===== src/rtl/iir_secuenciador_biquad.sv =====
// Serial single-multiplier biquad IIR engine that walks the coefficient ROM once per sample.
// Define IIR_SATURATE_EN to clamp the scaled output; otherwise the output wraps to cant_bits.
module iir_secuenciador_biquad #(
  parameter int cant_bits = 25,
  parameter int frac_bits = 14
) (
  input  logic                        clk,
  input  logic                        reset,
  input  logic                        start,
  input  logic signed [cant_bits-1:0] x_in,
  input  logic signed [cant_bits-1:0] cte,
  output logic        [3:0]           sel_cte,
  output logic signed [cant_bits-1:0] y_out,
  output logic                        done,
  output logic                        busy
);

  localparam int PW = 2 * cant_bits;
  localparam int AW = 2 * cant_bits + 3;

  typedef enum logic [1:0] {IDLE, MAC, ESCALA, LISTO} state_t;

  state_t                     state, state_next;
  logic        [2:0]          k;
  logic signed [cant_bits-1:0] xn, x1, x2, y1, y2;
  logic signed [cant_bits-1:0] operand;
  logic signed [cant_bits-1:0] ysc;
  logic signed [PW-1:0]        prod;
  logic signed [AW-1:0]        acc;

  // Coefficient index and its operand are both chosen from k in the same cycle.
  always_comb begin
    state_next = state;
    sel_cte    = 4'd0;
    operand    = '0;
    done       = 1'b0;
    busy       = (state != IDLE);
    case (state)
      IDLE: if (start) state_next = MAC;
      MAC: begin
        case (k)
          3'd0:    begin sel_cte = 4'd5; operand = xn; end
          3'd1:    begin sel_cte = 4'd6; operand = x1; end
          3'd2:    begin sel_cte = 4'd7; operand = x2; end
          3'd3:    begin sel_cte = 4'd1; operand = y1; end
          3'd4:    begin sel_cte = 4'd2; operand = y2; end
          default: begin sel_cte = 4'd0; operand = '0; end
        endcase
        if (k == 3'd4) state_next = ESCALA;
      end
      ESCALA: state_next = LISTO;
      LISTO: begin
        done       = 1'b1;
        state_next = IDLE;
      end
      default: state_next = IDLE;
    endcase
  end

  assign prod = PW'(cte) * PW'(operand);

`ifdef IIR_SATURATE_EN
  localparam logic signed [AW-1:0] YMAX = {{(AW-cant_bits+1){1'b0}}, {(cant_bits-1){1'b1}}};
  localparam logic signed [AW-1:0] YMIN = {{(AW-cant_bits+1){1'b1}}, {(cant_bits-1){1'b0}}};

  logic signed [AW-1:0] acc_sh;
  assign acc_sh = acc >>> frac_bits;

  always_comb begin
    if (acc_sh > YMAX)      ysc = YMAX[cant_bits-1:0];
    else if (acc_sh < YMIN) ysc = YMIN[cant_bits-1:0];
    else                    ysc = acc_sh[cant_bits-1:0];
  end
`else
  // Floor-shift and wrap in one slice: the low cant_bits of acc >>> frac_bits.
  assign ysc = acc[frac_bits +: cant_bits];
`endif

  always_ff @(posedge clk) begin
    if (reset) begin
      state <= IDLE;
      k     <= 3'd0;
      acc   <= '0;
      xn    <= '0;
      x1    <= '0;
      x2    <= '0;
      y1    <= '0;
      y2    <= '0;
      y_out <= '0;
    end else begin
      state <= state_next;
      case (state)
        IDLE: if (start) begin
          xn  <= x_in;
          acc <= '0;
          k   <= 3'd0;
        end
        MAC: begin
          acc <= acc + {{(AW-PW){prod[PW-1]}}, prod};
          k   <= k + 3'd1;
        end
        ESCALA: begin
          y_out <= ysc;
          x2    <= x1;
          x1    <= xn;
          y2    <= y1;
          y1    <= ysc;
        end
        default: ;
      endcase
    end
  end

endmodule


===== config.mk =====
export PLATFORM = sky130hd
export DESIGN_NAME = iir_secuenciador_biquad
export DESIGN_NICKNAME = d
export VERILOG_FILES = /design/src/rtl/iir_secuenciador_biquad.sv
export SDC_FILE = /design/constraint.sdc
export NUM_CORES = 2
export LEC_CHECK = 0
export CAP_MARGIN = 40
export CELL_PAD_IN_SITES_DETAIL_PLACEMENT = 0
export CELL_PAD_IN_SITES_GLOBAL_PLACEMENT = 2
export CORE_UTILIZATION = 42
export CTS_BUF_LIST = sky130_fd_sc_hd__clkbuf_2 sky130_fd_sc_hd__clkbuf_4 sky130_fd_sc_hd__clkbuf_8
export CTS_CLUSTER_SIZE = 40
export DETAILED_ROUTE_END_ITERATION = 6
export PLACE_DENSITY = 0.83
export RECOVER_POWER = 50
export SLEW_MARGIN = 20
export SYNTH_ARGS = -nofsm -noshare
export SYNTH_HDL_FRONTEND = slang
export SYNTH_SLANG_ARGS = --single-unit

===== constraint.sdc =====
create_clock -name clk -period 11.61 [get_ports clk]
set_input_delay 2.322 -clock clk [delete_from_list [all_inputs] [get_ports clk]]
set_output_delay 2.322 -clock clk [all_outputs]
set_load 0.1 [all_outputs]

# Word-level counts from Yosys, hierarchy flattened
# Cells that the tools add are included.
# W data, S select, Z words.
# op_classes
muxes	12
reduce_logical	7
n_eq_ne	9
multipliers	1
n_addsub	2
# op_table
operator	count
$pmux W25 S5	1
$pmux W53 S2	1
$add A53 B53 Y53	1
$mux W53	1
$mul A25 B25 Y50	1
$mux W25	1
$pmux W3 S5	1
$pmux W2 S4	1
$eq A3 B2 Y1 const B	2
$mux W3	2
$pmux W3 S2	1
$reduce_and A2 Y1	3
$eq A2 B2 Y1 const B	2
$mux W2	2
$ne A2 B2 Y1 const B	2
$reduce_bool A2 Y1	2
$add A3 B1 Y3 const B	1
$eq A3 B1 Y1 const B	1
$eq A3 B3 Y1 const B	1
$logic_not A3 Y1	1
$eq A2 B1 Y1 const B	1
$logic_not A2 Y1	1
$mux W1	1
# totals
out_inout_bits	31
in_bits	53
ff_bits	183

# Logic depth before layout (Yosys ltp)
# depth
ltp_word	6
depth_mapped	45
depth_no_buf	40

# Least setup slack after synthesis
# Ideal clock, no wire load.
# synth_path
path_kind	input to register
startpoint	input port cte[16]
endpoint	register acc[35]
cell_stages	32
n_path_buf	1
setup_time_ps	125
path_slack_ps	1598
t_arrival_ps	9887
cell_sequence	clkbuf_1 -> and2_1 -> fa_1 -> fa_1 -> inv_1 -> fa_1 -> fa_1 -> fa_1 -> inv_1 -> fa_1 -> inv_1 -> fa_1 -> inv_1 -> ha_1 -> a211oi_1 -> o21bai_1 -> nor3_1 -> a2bb2oi_1 -> o21ba_2 -> o21bai_1 -> a21o_1 -> a21oi_1 -> xnor2_1 -> ha_1 -> a21oi_1 -> o21ai_0 -> a2111oi_2 -> o21ai_1 -> a2111o_1 -> a31oi_1 -> xor2_1 -> o21ai_1
# synth_between
elab_chain_cells	3
# synth_rtl
element	line_no	source
from (decl)	11	input logic signed [cant_bits-1:0] cte,
$mul A25 B25 Y50	60	assign prod = PW'(cte) * PW'(operand);
$add A53 B53 Y53	99	acc <= acc + {{(AW-PW){prod[PW-1]}}, prod};
$pmux W53 S2	92	case (state)
to (signal assigned)	99	
to (decl)	29	logic signed [AW-1:0] acc;
# No other way between the ends.
# A chain may end at the register's enable or synchronous reset.

# Final worst setup path
# layout_path
startpoint	input port cte[15]
endpoint	register acc[35]
# The elaborated chain is that of the path after synthesis.

==> results by stage <==
Job:
- The number of violations of the max-capacitance limit is 2.

Finish:
- The growth of design area from synthesis to finish is 11.3%.
- The number of fillers in the final layout is 6336.
- The multi-input combinational cells in the finished layout cover a total of 21600 sq um.
- The count of cells in the finished layout, fillers not included, comes to 4085.
- Cells fill 47.3% of the core in the end.
- In the final layout, the share of cells above drive strength 1 is 6.64%.
- The count of inserted antenna diode cells is 0.
- After the last flow step, the layout net total stands at 3960.
- The sequential cell area is about 3400 sq um.

CTS:
- The buffers inserted during post-CTS setup optimization is 0.
- The cell sitting at the root of the clock tree is a clkbuf_8.
- TritonCTS built the clock tree.
- After clock tree synthesis, the clock-pin slew on the worst setup and hold paths is 100 ps.
- The H-tree was split into 4 levels.
- The post-cts repair resize count is 0.
- Clock tree synthesis found a total of 169 sinks.
- The clock latency of the later-clocked register in the worst-skew pair is 480 ps.
- No sink is reached through more buffers than the 2 on the longest clock path.
- The number of buffers added by the clock tree synthesis step is 17.
- The hold buffer count at cts is 0.

Pwr:
- The leakage power of the design is about 15 nW.
- Summed over all nets, the switching power comes to 0.00230 W.
- The part of the power in combinational logic is 74.9%.
- Power comes to 0.00439 W.
- The internal power of the cells totals 0.00210 W.
- The part of the total power dissipated in sequential elements is 15.9%.
- The share of total power in the clock network is 9.2%.
- The power density relative to cell area is 141 nW/um^2.
- The fraction of power spent switching nets is 52.2%.
- The worst IR drop on VDD is 0.000107 V.

Detailed routing:
- The pre-antenna-repair detailed-routing pass consisted of 7 iterations.
- The average wire per standard cell is 19.2 um.
- After detailed routing, the number of vias per cell comes to 5.14.
- The detail route stage leaves a number of antenna-violating nets equal to 0.
- Detailed routing inserted a total of between 20000 and 25000 vias.
- In the routed design, unresolved DRC markers number 1.
- The detailed router finished its first iteration with 1122 violations.
- The routed wire length is roughly 78000 um.

STA:
- The post-route setup TNS is 0 ps.
- The clock period could shrink to 11120 ps.
- For the pin with the worst max-slew slack, the measured transition is 3410 ps.
- Across the routed clock network, the largest skew measured is ~19 ps.
- Setup repair after global routing left no endpoint under its margin.
- The final count of pins violating max slew is 136.
- The final-report hold violation count is 0.
- The final count of negative-setup-slack endpoints is 0.
- The worst path uses a little over nine tenths of the clock period.
- In this run the tightest slew margin relative to its limit is -127%.
- For this run, the top clock speed supported by timing is around 90 MHz.

Critical path:
- The critical setup path kind is in -> reg.
- The kind of start point of the critical path is an input port.
- Among all stages on the critical path, the largest delay is contributed by clkdlybuf4s50_1.
- In this design, the stage delay of the slowest critical-path cell is just over 800 ps.
- STA puts the critical path data arrival time at 11480 ps.
- The sort of element at the end of the critical path is a flop.
- The cell repeated most along the worst path is fa_1.
- The largest fanout on the critical path is 7.
- Data on the critical path is required at its endpoint by 11970 ps.
- The setup check on the worst reg-to-reg path leaves a slack of between 600 and 700 ps.

Floorplanning:
- The die boundary width is about 260 um.
- In this run the vertical extent of the chip is 260 um.
- During I/O placement, the number of pins put on the boundary was 84.
- The core region is 65700 sq um.
- The placement row count is 94.
- Once the floorplan was initialized, standard cells occupied 42.4% of the core.
- The die covers 67500 sq um.

Logic synthesis:
- After synthesis, the most frequently instantiated cells are 619 x inv_1, 523 x fa_1, 346 x nand2_1, 280 x and2_1, 184 x nor2_1.
- The fraction of registers with async set/reset is 0%.
- The number of nets in the synthesized netlist is between 3000 and 4000.
- inv_1 is the most common cell in the netlist.
- The synthesized netlist devotes 16.1% of its cell area to simple gates.
- In the synthesized netlist, the number of instances is 3136.
- The cell type contributing the most total cell area after synthesis is fa_1.
- After synthesis, the cell types taking the most area are fa_1 38%, dfxtp_1 12%, inv_1 8.3%.
- The share of synthesized cell area in full adder, half adder and majority cells is 45.4%.
- The mean post-synth cell area is 8.90 sq um.
- The number of warnings printed during yosys synthesis is 0.
- Yosys mapped the design onto 74 distinct sky130hd cell types.
- After Yosys synthesis, XOR and XNOR cells account for 3.08% of the synthesized area.
- The main combinational cell family by area after synthesis is adder cells.
- Summing the areas of all compound-gate instances in the mapped netlist gives 8.82% of the synthesized area.
- In the synthesized netlist the dominant register cell turns out to be dfxtp_1.
- The sequential element share of the synthesized area is 12.1%.
- The number of synthesized flops with an enable pin is 0.
- Multiplexer cells account for under 10% of the synthesized area.
- After synthesis the netlist holds a flip-flop and latch count of 169.
- The area share of the leading cell type in the synthesized netlist is 37.5%.
- The synthesized area is 27900 sq um.

Global routing:
- The total global routing overflow is 0.
- The via count of the first global-routing pass came to 22500.
- For this run, the total global-route usage over all layers was measured as 24.2%.
- The pin count of the biggest net entering global routing is 77.
- The number of antenna violations at the first check in global routing came to 4.
- The first global-routing pass estimated approximately 130000 um of wire.

Status:
- The checks that failed: DRC, capacitance limit, slew limit.
- The flow ran to the end, but the final reports show violations.

Placement:
- The total placed cells including tap cells is 4051.
- The count of port buffers added during placement is 82.
- Routability-driven placement finished with a final weighted congestion of between 0.8 and 0.9.
- Detailed placement ended at an HPWL of ~64000 um.

Hold path:
- The worst min-delay path class is reg -> reg.
-- cell usage in the layout (no fill, tap or decap), types with 9 or more instances in the layout --
cell type	netlist	final
xor2_1	28	28
o21ai_0	47	47
a22oi_1	47	47
a22o_1	13	13
nand2_1	346	346
nor3_1	12	12
mux2i_1	102	102
ha_1	176	175
a21oi_1	101	94
inv_1	619	619
a31oi_2	1	10
a211oi_1	18	18
and2_1	280	280
clkdlybuf4s50_1	0	81
nand3_1	17	17
fa_1	523	523
dfxtp_1	169	169
buf_4	3	84
nor2_1	184	183
and3_1	43	43
clkbuf_8	0	18
or2_2	9	9
a21o_1	27	27
a222oi_1	15	15
xnor2_1	56	56
buf_8	0	27
o21a_1	18	18
-- sequential cells by signal (all words and copies together), names as in the netlist --
register	flops
x1	25
state	2
y1	25
y2	25
x2	25
xn	25
acc	39
k	3
-- final cells by class --
class                           count  share of cell area [%]
Clock buffer                       19                   0.822
Sequential cell                   169                    10.9
Tap cell                          864                    3.48
Multi-Input combinational cell   2186                    69.6
Inverter                          620                    7.49
Timing Repair Buffer              214                    7.31
Clock inverter                     13                   0.354
-- through the flow --
stage	worst slack [ps]	hold slack [ps]	area [sq um]
final	486	482	31100
after global routing	150	504	31100
after CTS	599	481	31100
after detailed placement	101	467	30700
after global placement	239	462	30000
after floorplan	1600	445	27900
-- power groups by stage --
stage	clock (W)	sequential [W]	combinational, W
2_1_floorplan	0	0.000702	0.00235
3_3_place_gp	0	0.000711	0.00322
3_5_place_dp	0	0.000713	0.00331
4_1_cts	0.000414	0.000700	0.00334
5_1_grt	0.000438	0.000706	0.00367
6_report	0.000403	0.000699	0.00329
-- cell families (layout without fill, tap and decap cells) --
family,count (synthesis),after routing
simple gates,931,931
xor+xnor,90,90
mux,104,104
compound gates,361,361
other cells,1,1
buf+inv,781,866
fa+ha+maj,699,699
flops,169,169
-- final timing paths --
kind | from | end | depth (start not counted)
max | cte[15] | acc[35]$_SDFFE_PP0P_ | 32
min | xn[21]$_SDFFE_PP0P_ | xn[21]$_SDFFE_PP0P_ | 2
max reg2reg | k[0]$_SDFFE_PP0P_ | acc[35]$_SDFFE_PP0P_ | 37
min reg2reg | xn[21]$_SDFFE_PP0P_ | xn[21]$_SDFFE_PP0P_ | 2
-- layer usage --
metal	share of wire (%)	up-vias	routed length [um]	track usage (%)
met5	0.034	-	27	0
met4	2.2	4	1730	5.54
met3	3.4	72	2700	2.31
met2	49	411	38800	41.9
met1	45	10700	35100	32.6
li1	-	9779	-	-
-- worst max-delay path, delay by kind of cell --
| kind | cells | cell delay [ps] |
|---|---|---|
| xor gates and xnor gates | 2 | 360 |
| AOI/OAI and AO/OA | 14 | 3080 |
| and+or+nand+nor | 2 | 460 |
| adders and majority gates | 9 | 4200 |
| buffers and inverters | 5 | 1040 |
Power figures use the tool's default switching activity.
